File: src/rtl/calc_pkg.sv
// Shared widths, command/response codes and driver FSM states for the calc requestor front end.
package calc_pkg;

   localparam int CMD_W  = 4;
   localparam int DATA_W = 32;

   localparam logic [3:0] CMD_NOP = 4'd0;
   localparam logic [3:0] CMD_ADD = 4'd1;
   localparam logic [3:0] CMD_SUB = 4'd2;
   localparam logic [3:0] CMD_SHL = 4'd5;
   localparam logic [3:0] CMD_SHR = 4'd6;

   localparam logic [1:0] RSP_NONE = 2'd0;
   localparam logic [1:0] RSP_OK   = 2'd1;
   localparam logic [1:0] RSP_OVF  = 2'd2;
   localparam logic [1:0] RSP_INV  = 2'd3;

   typedef enum logic [2:0] {
      ST_IDLE,
      ST_SEND_OP1,
      ST_SEND_OP2,
      ST_WAIT_RSP,
      ST_HOLD_RSP
   } state_t;

endpackage

File: src/rtl/calc_req_driver.sv
// Serialises one (cmd, op1, op2) transaction onto the two-cycle calc request bus
// and returns the calc response (or a timeout) on a valid/ready interface.
module calc_req_driver
   import calc_pkg::*;
#(
   parameter int CMD_W          = calc_pkg::CMD_W,
   parameter int DATA_W         = calc_pkg::DATA_W,
   parameter int TIMEOUT_CYCLES = 64
) (
   input  logic              c_clk,
   input  logic              reset,
   input  logic              txn_valid,
   output logic              txn_ready,
   input  logic [CMD_W-1:0]  txn_cmd,
   input  logic [DATA_W-1:0] txn_op1,
   input  logic [DATA_W-1:0] txn_op2,
   output logic [CMD_W-1:0]  req_cmd_out,
   output logic [DATA_W-1:0] req_data_out,
   input  logic [1:0]        out_resp,
   input  logic [DATA_W-1:0] out_data,
   output logic              rsp_valid,
   input  logic              rsp_ready,
   output logic [1:0]        rsp_code,
   output logic [DATA_W-1:0] rsp_data,
   output logic              busy,
   output logic              protocol_err
);

   localparam int CNT_W = (TIMEOUT_CYCLES > 1) ? $clog2(TIMEOUT_CYCLES) : 1;
   localparam logic [CNT_W-1:0] CNT_LAST = CNT_W'(TIMEOUT_CYCLES - 1);

   state_t            state, state_next;
   logic [CNT_W-1:0]  cnt, cnt_next;
   logic [DATA_W-1:0] op2_reg, op2_next;
   logic [CMD_W-1:0]  req_cmd_next;
   logic [DATA_W-1:0] req_data_next;
   logic              rsp_valid_next;
   logic [1:0]        rsp_code_next;
   logic [DATA_W-1:0] rsp_data_next;
   logic              protocol_err_next;

   always_ff @(posedge c_clk or negedge reset) begin
      if (!reset) begin
         state        <= ST_IDLE;
         cnt          <= '0;
         op2_reg      <= '0;
         req_cmd_out  <= '0;
         req_data_out <= '0;
         rsp_valid    <= 1'b0;
         rsp_code     <= RSP_NONE;
         rsp_data     <= '0;
         busy         <= 1'b0;
         txn_ready    <= 1'b1;
         protocol_err <= 1'b0;
      end else begin
         state        <= state_next;
         cnt          <= cnt_next;
         op2_reg      <= op2_next;
         req_cmd_out  <= req_cmd_next;
         req_data_out <= req_data_next;
         rsp_valid    <= rsp_valid_next;
         rsp_code     <= rsp_code_next;
         rsp_data     <= rsp_data_next;
         busy         <= (state_next != ST_IDLE);
         txn_ready    <= (state_next == ST_IDLE);
         protocol_err <= protocol_err_next;
      end
   end

   // Bus registers are loaded from the next-state decision so the bus tracks the state with no extra cycle.
   always_comb begin
      state_next        = state;
      cnt_next          = cnt;
      op2_next          = op2_reg;
      req_cmd_next      = '0;
      req_data_next     = '0;
      rsp_valid_next    = rsp_valid;
      rsp_code_next     = rsp_code;
      rsp_data_next     = rsp_data;
      protocol_err_next = protocol_err | ((state != ST_WAIT_RSP) && (out_resp != RSP_NONE));

      case (state)
         ST_IDLE: begin
            if (txn_valid) begin
               op2_next = txn_op2;
               if (txn_cmd != '0) begin
                  state_next    = ST_SEND_OP1;
                  req_cmd_next  = txn_cmd;
                  req_data_next = txn_op1;
               end else begin
                  state_next     = ST_HOLD_RSP;
                  rsp_valid_next = 1'b1;
                  rsp_code_next  = RSP_NONE;
                  rsp_data_next  = '0;
               end
            end
         end
         ST_SEND_OP1: begin
            state_next    = ST_SEND_OP2;
            req_data_next = op2_reg;
         end
         ST_SEND_OP2: begin
            state_next = ST_WAIT_RSP;
            cnt_next   = '0;
         end
         ST_WAIT_RSP: begin
            // A response on the final counted cycle takes priority over the timeout.
            if (out_resp != RSP_NONE) begin
               state_next     = ST_HOLD_RSP;
               rsp_valid_next = 1'b1;
               rsp_code_next  = out_resp;
               rsp_data_next  = out_data;
            end else if (cnt == CNT_LAST) begin
               state_next     = ST_HOLD_RSP;
               rsp_valid_next = 1'b1;
               rsp_code_next  = RSP_NONE;
               rsp_data_next  = '0;
            end else begin
               cnt_next = cnt + CNT_W'(1);
            end
         end
         ST_HOLD_RSP: begin
            if (rsp_ready) begin
               state_next     = ST_IDLE;
               rsp_valid_next = 1'b0;
            end
         end
         default: begin
            state_next = ST_IDLE;
         end
      endcase
   end

endmodule

File: config.mk
export PLATFORM = sky130hd
export DESIGN_NAME = calc_req_driver
export DESIGN_NICKNAME = d
export VERILOG_FILES = /design/src/rtl/calc_pkg.sv /design/src/rtl/calc_req_driver.sv
export SDC_FILE = /design/constraint.sdc
export NUM_CORES = 1
export LEC_CHECK = 0
export BUFFER_PORTS_ARGS = -buffer_cell sky130_fd_sc_hd__buf_2
export CAP_MARGIN = 40
export CORE_MARGIN = 4
export CORE_UTILIZATION = 42
export DETAILED_ROUTE_END_ITERATION = 16
export PLACE_DENSITY = 0.71
export SETUP_SLACK_MARGIN = 0.4
export SYNTH_ARGS = -nofsm -noshare
export SYNTH_HDL_FRONTEND = slang
export SYNTH_SLANG_ARGS = --single-unit
File: constraint.sdc
create_clock -name c_clk -period 2 [get_ports c_clk]
set_clock_uncertainty 0.05 [all_clocks]
set_input_delay 0.6 -clock c_clk [delete_from_list [all_inputs] [get_ports c_clk]]
set_output_delay 0.6 -clock c_clk [all_outputs]
set_load 0.05 [all_outputs]
==> results summary, run 1 <==
The run finished with clean final reports. The number of nets with antenna violations after routing came out at 0. The number of antenna violations at the first check in global routing came out at 0. In the routed layout, each cell is associated on average with a via count of 5.23. The total overflow left after global routing is 0.

The total number of vias came out at 3,772. For the worst setup path, the data required time is 2.33 ns. The DRC violation count after routing is 0. Clock tree synthesis selected as its root buffer the cell sky130_fd_sc_hd__clkbuf_8. The type of the tightest min-delay check is in -> reg. The worst register-to-register path has a depth of 8.

Setup slack on the worst reg-to-reg path comes out at 0.11 ns. The initial core utilization came out at 0.429. By startpoint and endpoint, the worst setup path is classified as reg -> reg. Tracing the worst setup path back leads to its startpoint at state[1]. Clock-pin slew was measured on the worst setup and hold paths at 0.06 ns. The slowest library cell on the worst path is sky130_fd_sc_hd__dfrtp_2.

VDD sags by at most 1610 uV. The area of the mapped netlist is 4380 sq um. The count of different cell masters after synthesis came out at 33. The sort of element at the start of the critical path is a flip-flop. In the synthesized netlist the async set-or-reset flop fraction comes to 1.00. In the final layout, the multi-input gates occupy 1750 sq um. The startpoint of the most critical hold path is out_data[11]. The DRC violation total after the first TritonRoute iteration came out at 180. The number of rows in the core area came out at 37. Setup repair after global routing could not meet its margin everywhere. The wire length of the first global-routing pass is 20,800 um. The die outline area is 12,100 sq um. The hold violation total from the final report came out at 0. For the pin with the worst max-slew slack, the measured transition is 0.688 ns. In this run the critical register-to-register path is launched from state[1].

The setup TNS came out at 0 ns. On the worst path, the slowest cell contributes a delay of 0.43 ns. The maximum level of the CTS H-tree came out at 4. The final core utilization came out at 0.759. The detailed-routing iteration count for the pre-antenna-repair pass is 4. Counting both buffers and inverters, the worst setup path holds a total of 5. During placement, the flow inserted port buffers numbering 179. The power per unit of standard cell area is 1920 nW/um^2. After detailed routing, the average wire length per cell comes to 20.1 um.

At the end of routability-driven placement, the weighted congestion stood at 0.794. The maximum clock insertion buffer count is 2. The area growth from synthesis to layout is 77.1%. In the synthesized netlist the dominant register cell turns out to be sky130_fd_sc_hd__dfrtp_1.

In the layout the commonest cells are sky130_fd_sc_hd__dfrtp_1 (111), sky130_fd_sc_hd__buf_2 (104), sky130_fd_sc_hd__buf_6 (84), sky130_fd_sc_hd__nor2_1 (35). The clock network latency to the later pin of the worst-skew pair is 0.50 ns. The register area came out at 2880 sq um.

The mean cell area of the mapped netlist came out at 13.4 sq um. The number of nets in the final layout came out at 680. The hold-critical path endpoint is rsp_data[11].

After detailed routing, the total wire length is 14,500 um. The number of slew-limit violations in the final report is 0. During I/O placement, the number of pins put on the boundary was 180. Walking the worst path, the cells encountered are nor4b_4 > buf_4 > buf_6 > a221oi_4 > buf_8 > buf_12 > clkbuf_16 > a22o_1. The count of mapped cells out of synthesis came out at 326. The post-route minimum period is 1.89 ns. The number of fillers in the final layout came out at 603. Timing would allow up to 530 MHz.

The overall die height came out at 110 um. TritonCTS built the clock tree. Counting flops and latches in the post-synthesis netlist gives 115.

The detailed-placement wirelength estimate is 8100 um. STA classifies the critical path endpoint as a flip-flop. The post-route clock period utilization came out at 0.944.

The core outline area is 10,200 sq um. The data arrival time at the worst-slack endpoint came out at 2.22 ns. Along the worst path, the maximum fanout reaches 7. The number of synthesis warnings came out at 0. The number of sinks handled by clock tree synthesis is 115.

The reported max-cap violation count came out at 0. The relative slew slack is 0.541. The total routing resource utilization after global routing came out at 0.229. The via count of the first global-routing pass came to 4,055. For this design the static power due to leakage is 0.00377 uW. The number of nets in the synthesized netlist is 433. The worst hold path cell count is 2. Of the synthesized area, sequential elements account for 0.657. The die is 110 um wide. Counting flops with a built-in enable in the synthesized netlist gives 0. The number of antenna diodes in the final layout is 0. Among cell families on the critical path, the largest total delay comes from buffers and inverters.

Of the cells placed in the final design, the portion with a size suffix greater than 1 is 0.632. The clock buffer count from CTS came out at 17. The pin count of the biggest net entering global routing is 42. The library cell used most frequently in the layout, excluding fill and tap cells, is sky130_fd_sc_hd__dfrtp_1. The endpoint identified for the worst register-to-register timing path is rsp_data[21]. The final setup violation count is 0.
-- stage by stage --
| stage | instances | setup slack [ns] | hold slack, ns | area (sq um) | total power (uW) |
|---|---|---|---|---|---|
| 3_5_place_dp | 631 | 0.00246 | 0.416 | 5690 | 9380 |
| 2_1_floorplan | 326 | 0.322 | 0.254 | 4610 | 8040 |
| 4_1_cts | 703 | 0.151 | 0.250 | 7360 | 14200 |
| 5_1_grt | 721 | 0.0640 | 0.257 | 7760 | 15500 |
| 6_report | 721 | 0.111 | 0.271 | 7760 | 14900 |
| 3_3_place_gp | 631 | 0.0920 | 0.407 | 5690 | 9240 |
-- power by group --
| group | total (uW) | leakage (uW) | internal, uW | switching (uW) |
|---|---|---|---|---|
| Clock | 2810 | 0.000272 | 1800 | 1010 |
| Combinational | 8010 | 0.00205 | 3790 | 4220 |
| Sequential | 4070 | 0.00145 | 3330 | 732 |
-- synthesized netlist by cell type, drive strengths merged (2+ instances only) --
cell	instances	area share
a21oi	5	0.0057
a22o	34	0.068
a22oi	32	0.055
and2	5	0.0071
buf	14	0.021
clkbuf	10	0.0086
dfrtp	114	0.65
inv	3	0.0026
mux2	32	0.082
nand2	7	0.0060
nand3	5	0.0057
nand3b	2	0.0034
nor2	37	0.032
o21ai	7	0.0080
or3	3	0.0043
-- worst max path at each step --
stage | slack, ns | end | cells after the start
final | 0.11 | rsp_data[21] | 8
after detailed placement | 0.002 | req_data_out[8] | 6
after floorplan | 0.32 | busy | 6
after global routing | 0.06 | rsp_data[3] | 8
after CTS | 0.15 | txn_ready | 1
after global placement | 0.09 | busy | 5
-- cell type report --
| type | count | share of cell area |
|---|---|---|
| tap | 136 | 0.0219 |
| multi-input combinational | 184 | 0.225 |
| clock buffer | 23 | 0.0627 |
| clock inverter | 8 | 0.00983 |
| sequential | 115 | 0.371 |
| inverter | 3 | 0.00145 |
| timing repair buffer | 252 | 0.307 |
-- kinds of logic after synthesis --
family / count (synthesis) / share of synthesized area
AO/OA/AOI/OAI: 83 / 0.148
adder cells (fa/ha/maj): 1 / 0.00285
buffers and inverters: 27 / 0.0325
flip-flops: 115 / 0.657
multiplexers: 32 / 0.0822
AND/OR/NAND/NOR: 68 / 0.0779
-- layer usage --
layer	part of all wire	GRT usage
met1	0.39	0.273
met2	0.51	0.399
met3	0.079	0.0652
met4	0.012	0.0730
met5	0	0
-- what timing repair did --
| item | CTS | global route |
|---|---|---|
| gates cloned | 11 | 2 |
| pin swaps | 19 | 25 |
| gates resized for setup | 178 | 55 |
| setup buffers | 29 | 16 |
| setup endpoints to repair | 180 | 180 |
| endpoints found under the hold margin | 14 | 0 |
| hold buffers | 1 | 0 |
(Power assumes the default switching activity.)
==> inputs of run 2 (changes only) <==
--- a/config.mk
+++ b/config.mk
@@ -11,7 +11,6 @@
 export CORE_UTILIZATION = 42
 export DETAILED_ROUTE_END_ITERATION = 16
 export PLACE_DENSITY = 0.71
-export SETUP_SLACK_MARGIN = 0.4
 export SYNTH_ARGS = -nofsm -noshare
 export SYNTH_HDL_FRONTEND = slang
 export SYNTH_SLANG_ARGS = --single-unit
==> results summary, run 2 (synthesis gave the netlist of run 1 again) <==
The number of fillers in the final layout is 822 (was 603). Most frequent cells in the layout: sky130_fd_sc_hd__buf_2 (178), sky130_fd_sc_hd__dfrtp_1 (114), sky130_fd_sc_hd__nor2_1 (37), sky130_fd_sc_hd__a22o_1 (34) (was sky130_fd_sc_hd__dfrtp_1 (111), sky130_fd_sc_hd__buf_2 (104), sky130_fd_sc_hd__buf_6 (84), sky130_fd_sc_hd__nor2_1 (35)). The average via count per standard cell came out at 5.13 (was 5.23). The final core utilization came out at 0.598 (was 0.759). The register-to-register path setup slack was 0.15 ns (was 0.11 ns).

The post-CTS setup buffer count is 0 (was 29). The startpoint of the most critical hold path is out_data[4] (was out_data[11]). The DRC violation total after the first TritonRoute iteration is 213 (was 180). The final setup violation count is 0 (unchanged).

The number of antenna violations at the first check in global routing is 1 (was 0). The largest fanout on the critical path is 1 (was 7). The count of buffering cells on the critical path with inverters included was 1 (was 5). The pin count of the biggest net entering global routing is 37 (was 42). The average detailed-routed wire length per instance was 16.6 um (was 20.1 um). The worst slack at placement is 0.0624 ns (was 0.00246 ns). The reported max-cap violation count is 0 (unchanged). The setup TNS came to 0 ns (unchanged). The via count of the first global-routing pass is 3,587 (was 4,055). The clock network latency to the later pin of the worst-skew pair is 0.50 ns (about the same). The hold violation total from the final report came out at 0 (unchanged). The slowest library cell on the worst path was sky130_fd_sc_hd__dfstp_2 (was sky130_fd_sc_hd__dfrtp_2). The count of instances resized after the clock tree is built came out at 0 (was 178). The initial core utilization is 0.429 (unchanged). Sequence of cells on the critical path: buf_2 (was nor4b_4 > buf_4 > buf_6 > a221oi_4 > buf_8 > buf_12 > clkbuf_16 > a22o_1).

The standby leakage power came to 0.00311 uW (was 0.00377 uW). The horizontal extent of the die came out at 110 um (unchanged). Unrepaired setup endpoints after global routing: false (was true). The sum of internal, switching and leakage power is 11,900 uW (was 14,900 uW).

The number of sinks handled by clock tree synthesis was 115 (unchanged). The power per unit of standard cell area came out at 1950 nW/um^2 (was 1920 nW/um^2). The critical path's top delay family was flip-flops (was buffers and inverters).

The clock input transition at the sequential cells of the worst setup and hold paths is 0.05 ns (was 0.06 ns). The number of nets with antenna violations after routing was 0 (unchanged). The maximum clock frequency is 523 MHz (was 530 MHz). The startpoint of the lowest-slack register-to-register path is state[1] (unchanged). The worst hold path cell count is 2 (unchanged).

The element type at the critical path end is a primary output (was flip-flop). The wire length after detailed routing is 11,000 um (was 14,500 um). The register area came to 2880 sq um (about the same). The sort of element at the start of the critical path is a flip-flop (unchanged). The boundary pin count is 180 (unchanged). The clock tree from TritonCTS was built (unchanged). The detailed-placement wirelength estimate came to 7930 um (was 8100 um). The hold-critical path endpoint is rsp_data[4] (was rsp_data[11]). The die outline area came to 12,100 sq um (unchanged). The data arrival time at the worst-slack endpoint is 1.26 ns (was 2.22 ns). The overall overflow remaining after global route is 0 (unchanged). The reg-to-reg endpoint is req_data_out[5] (was rsp_data[21]).

The cell at the root of the clock tree is sky130_fd_sc_hd__clkbuf_8 (unchanged). The worst stage delay on the critical path is 0.50 ns (was 0.43 ns). The signed area change from the synthesized netlist to the final layout came out at 39.5% (was 77.1%). The final worst slack came out at 0.0870 ns (was 0.111 ns). The required time of the worst setup path came out at 1.35 ns (was 2.33 ns). The transition time at the pin with the least slew margin is 0.656 ns (was 0.688 ns). The type of the tightest min-delay check was in -> reg (unchanged).

The overall die height came out at 110 um (unchanged). The worst ir drop on vdd came to 1030 uV (was 1610 uV). The area of the multi-input gates came out at 1390 sq um (was 1750 sq um). The number of antenna cells inserted is 0 (unchanged). The post-route minimum period is 1.91 ns (was 1.89 ns). The post-route clock period utilization is 0.957 (was 0.944). Status: complete, no violations (unchanged). The number of nets in the final layout came out at 623 (was 680). The DRC violation count after routing is 0 (unchanged).

The critical setup path kind is reg -> out (was reg -> reg). The most common cell after layout, fill and taps aside is sky130_fd_sc_hd__buf_2 (was sky130_fd_sc_hd__dfrtp_1). The relative slew slack came out at 0.563 (was 0.541). The number of slew-limit violations in the final report came out at 0 (unchanged).

The total of buffers placed on input and output ports is 179 (unchanged). The wire length of the first global-routing pass came to 17,300 um (was 20,800 um). The total number of vias is 3,406 (was 3,772). The global placement routability congestion is 0.763 (was 0.794). The path depth of the worst reg2reg path was 5 (was 8). The maximum level of the CTS H-tree came out at 4 (unchanged). The detailed-routing iteration count for the pre-antenna-repair pass came out at 6 (was 4). The number of rows in the core area was 37 (unchanged).

The clock buffer count from CTS is 17 (unchanged). The total routing resource utilization after global routing is 0.188 (was 0.229). The core outline area is 10,200 sq um (unchanged). The fraction of final layout cells sized beyond drive strength 1 came out at 0.500 (was 0.632). The maximum clock insertion buffer count came out at 2 (unchanged).
[run 2: worst max-delay path by stage]
| stage | start | end | slack (ns) | depth (start not counted) |
|---|---|---|---|---|
| after floorplan | txn_valid | busy | 0.25 | 6 |
| after global placement | txn_cmd[0] | req_data_out[15] | 0.08 | 7 |
| after detailed placement | txn_valid | req_data_out[24] | 0.06 | 6 |
| after CTS | txn_ready | txn_ready | 0.05 | 1 |
| after global routing | txn_ready | txn_ready | 0.04 | 1 |
| final | txn_ready | txn_ready | 0.09 | 1 |
[run 2: repair_timing]
action | in CTS | in global routing
hold endpoints to repair | 19 | 0
hold buffers | 1 | 0
setup endpoints to repair | 0 | 0
[run 2: through the flow]
step / instances / cell area, sq um / hold WS, ns
after global routing: 664 / 6120 / 0.252
after CTS: 664 / 6120 / 0.242
after global placement: 632 / 5530 / 0.411
after detailed placement: 632 / 5530 / 0.431
final: 664 / 6120 / 0.273
after floorplan: 326 / 4380 / 0.254
[run 2: report_power, final]
part | leakage, uW | internal [uW] | switching, uW | total [uW]
Combinational | 0.00138 | 1610 | 3550 | 5160
Sequential | 0.00145 | 3320 | 506 | 3820
Clock | 0.000280 | 1940 | 991 | 2940
Total | 0.00311 | 6870 | 5050 | 11900
[run 2: layout make-up]
cell class	count	area share
clock buffers	21	0.0734
well taps	136	0.0278
clock inverters	10	0.0217
flip-flops and latches	115	0.471
inverters	3	0.00184
multi-input cells	184	0.227
repair buffers	195	0.177
[run 2: layer usage]
metal  vias to the layer above  track usage  routed length, um
met5                         -            0                  7
met4                         2       0.0580                 72
met3                         8       0.0582               1040
met2                       174        0.301               5220
met1                      1660        0.245               4700
li1                       1562            -                  -
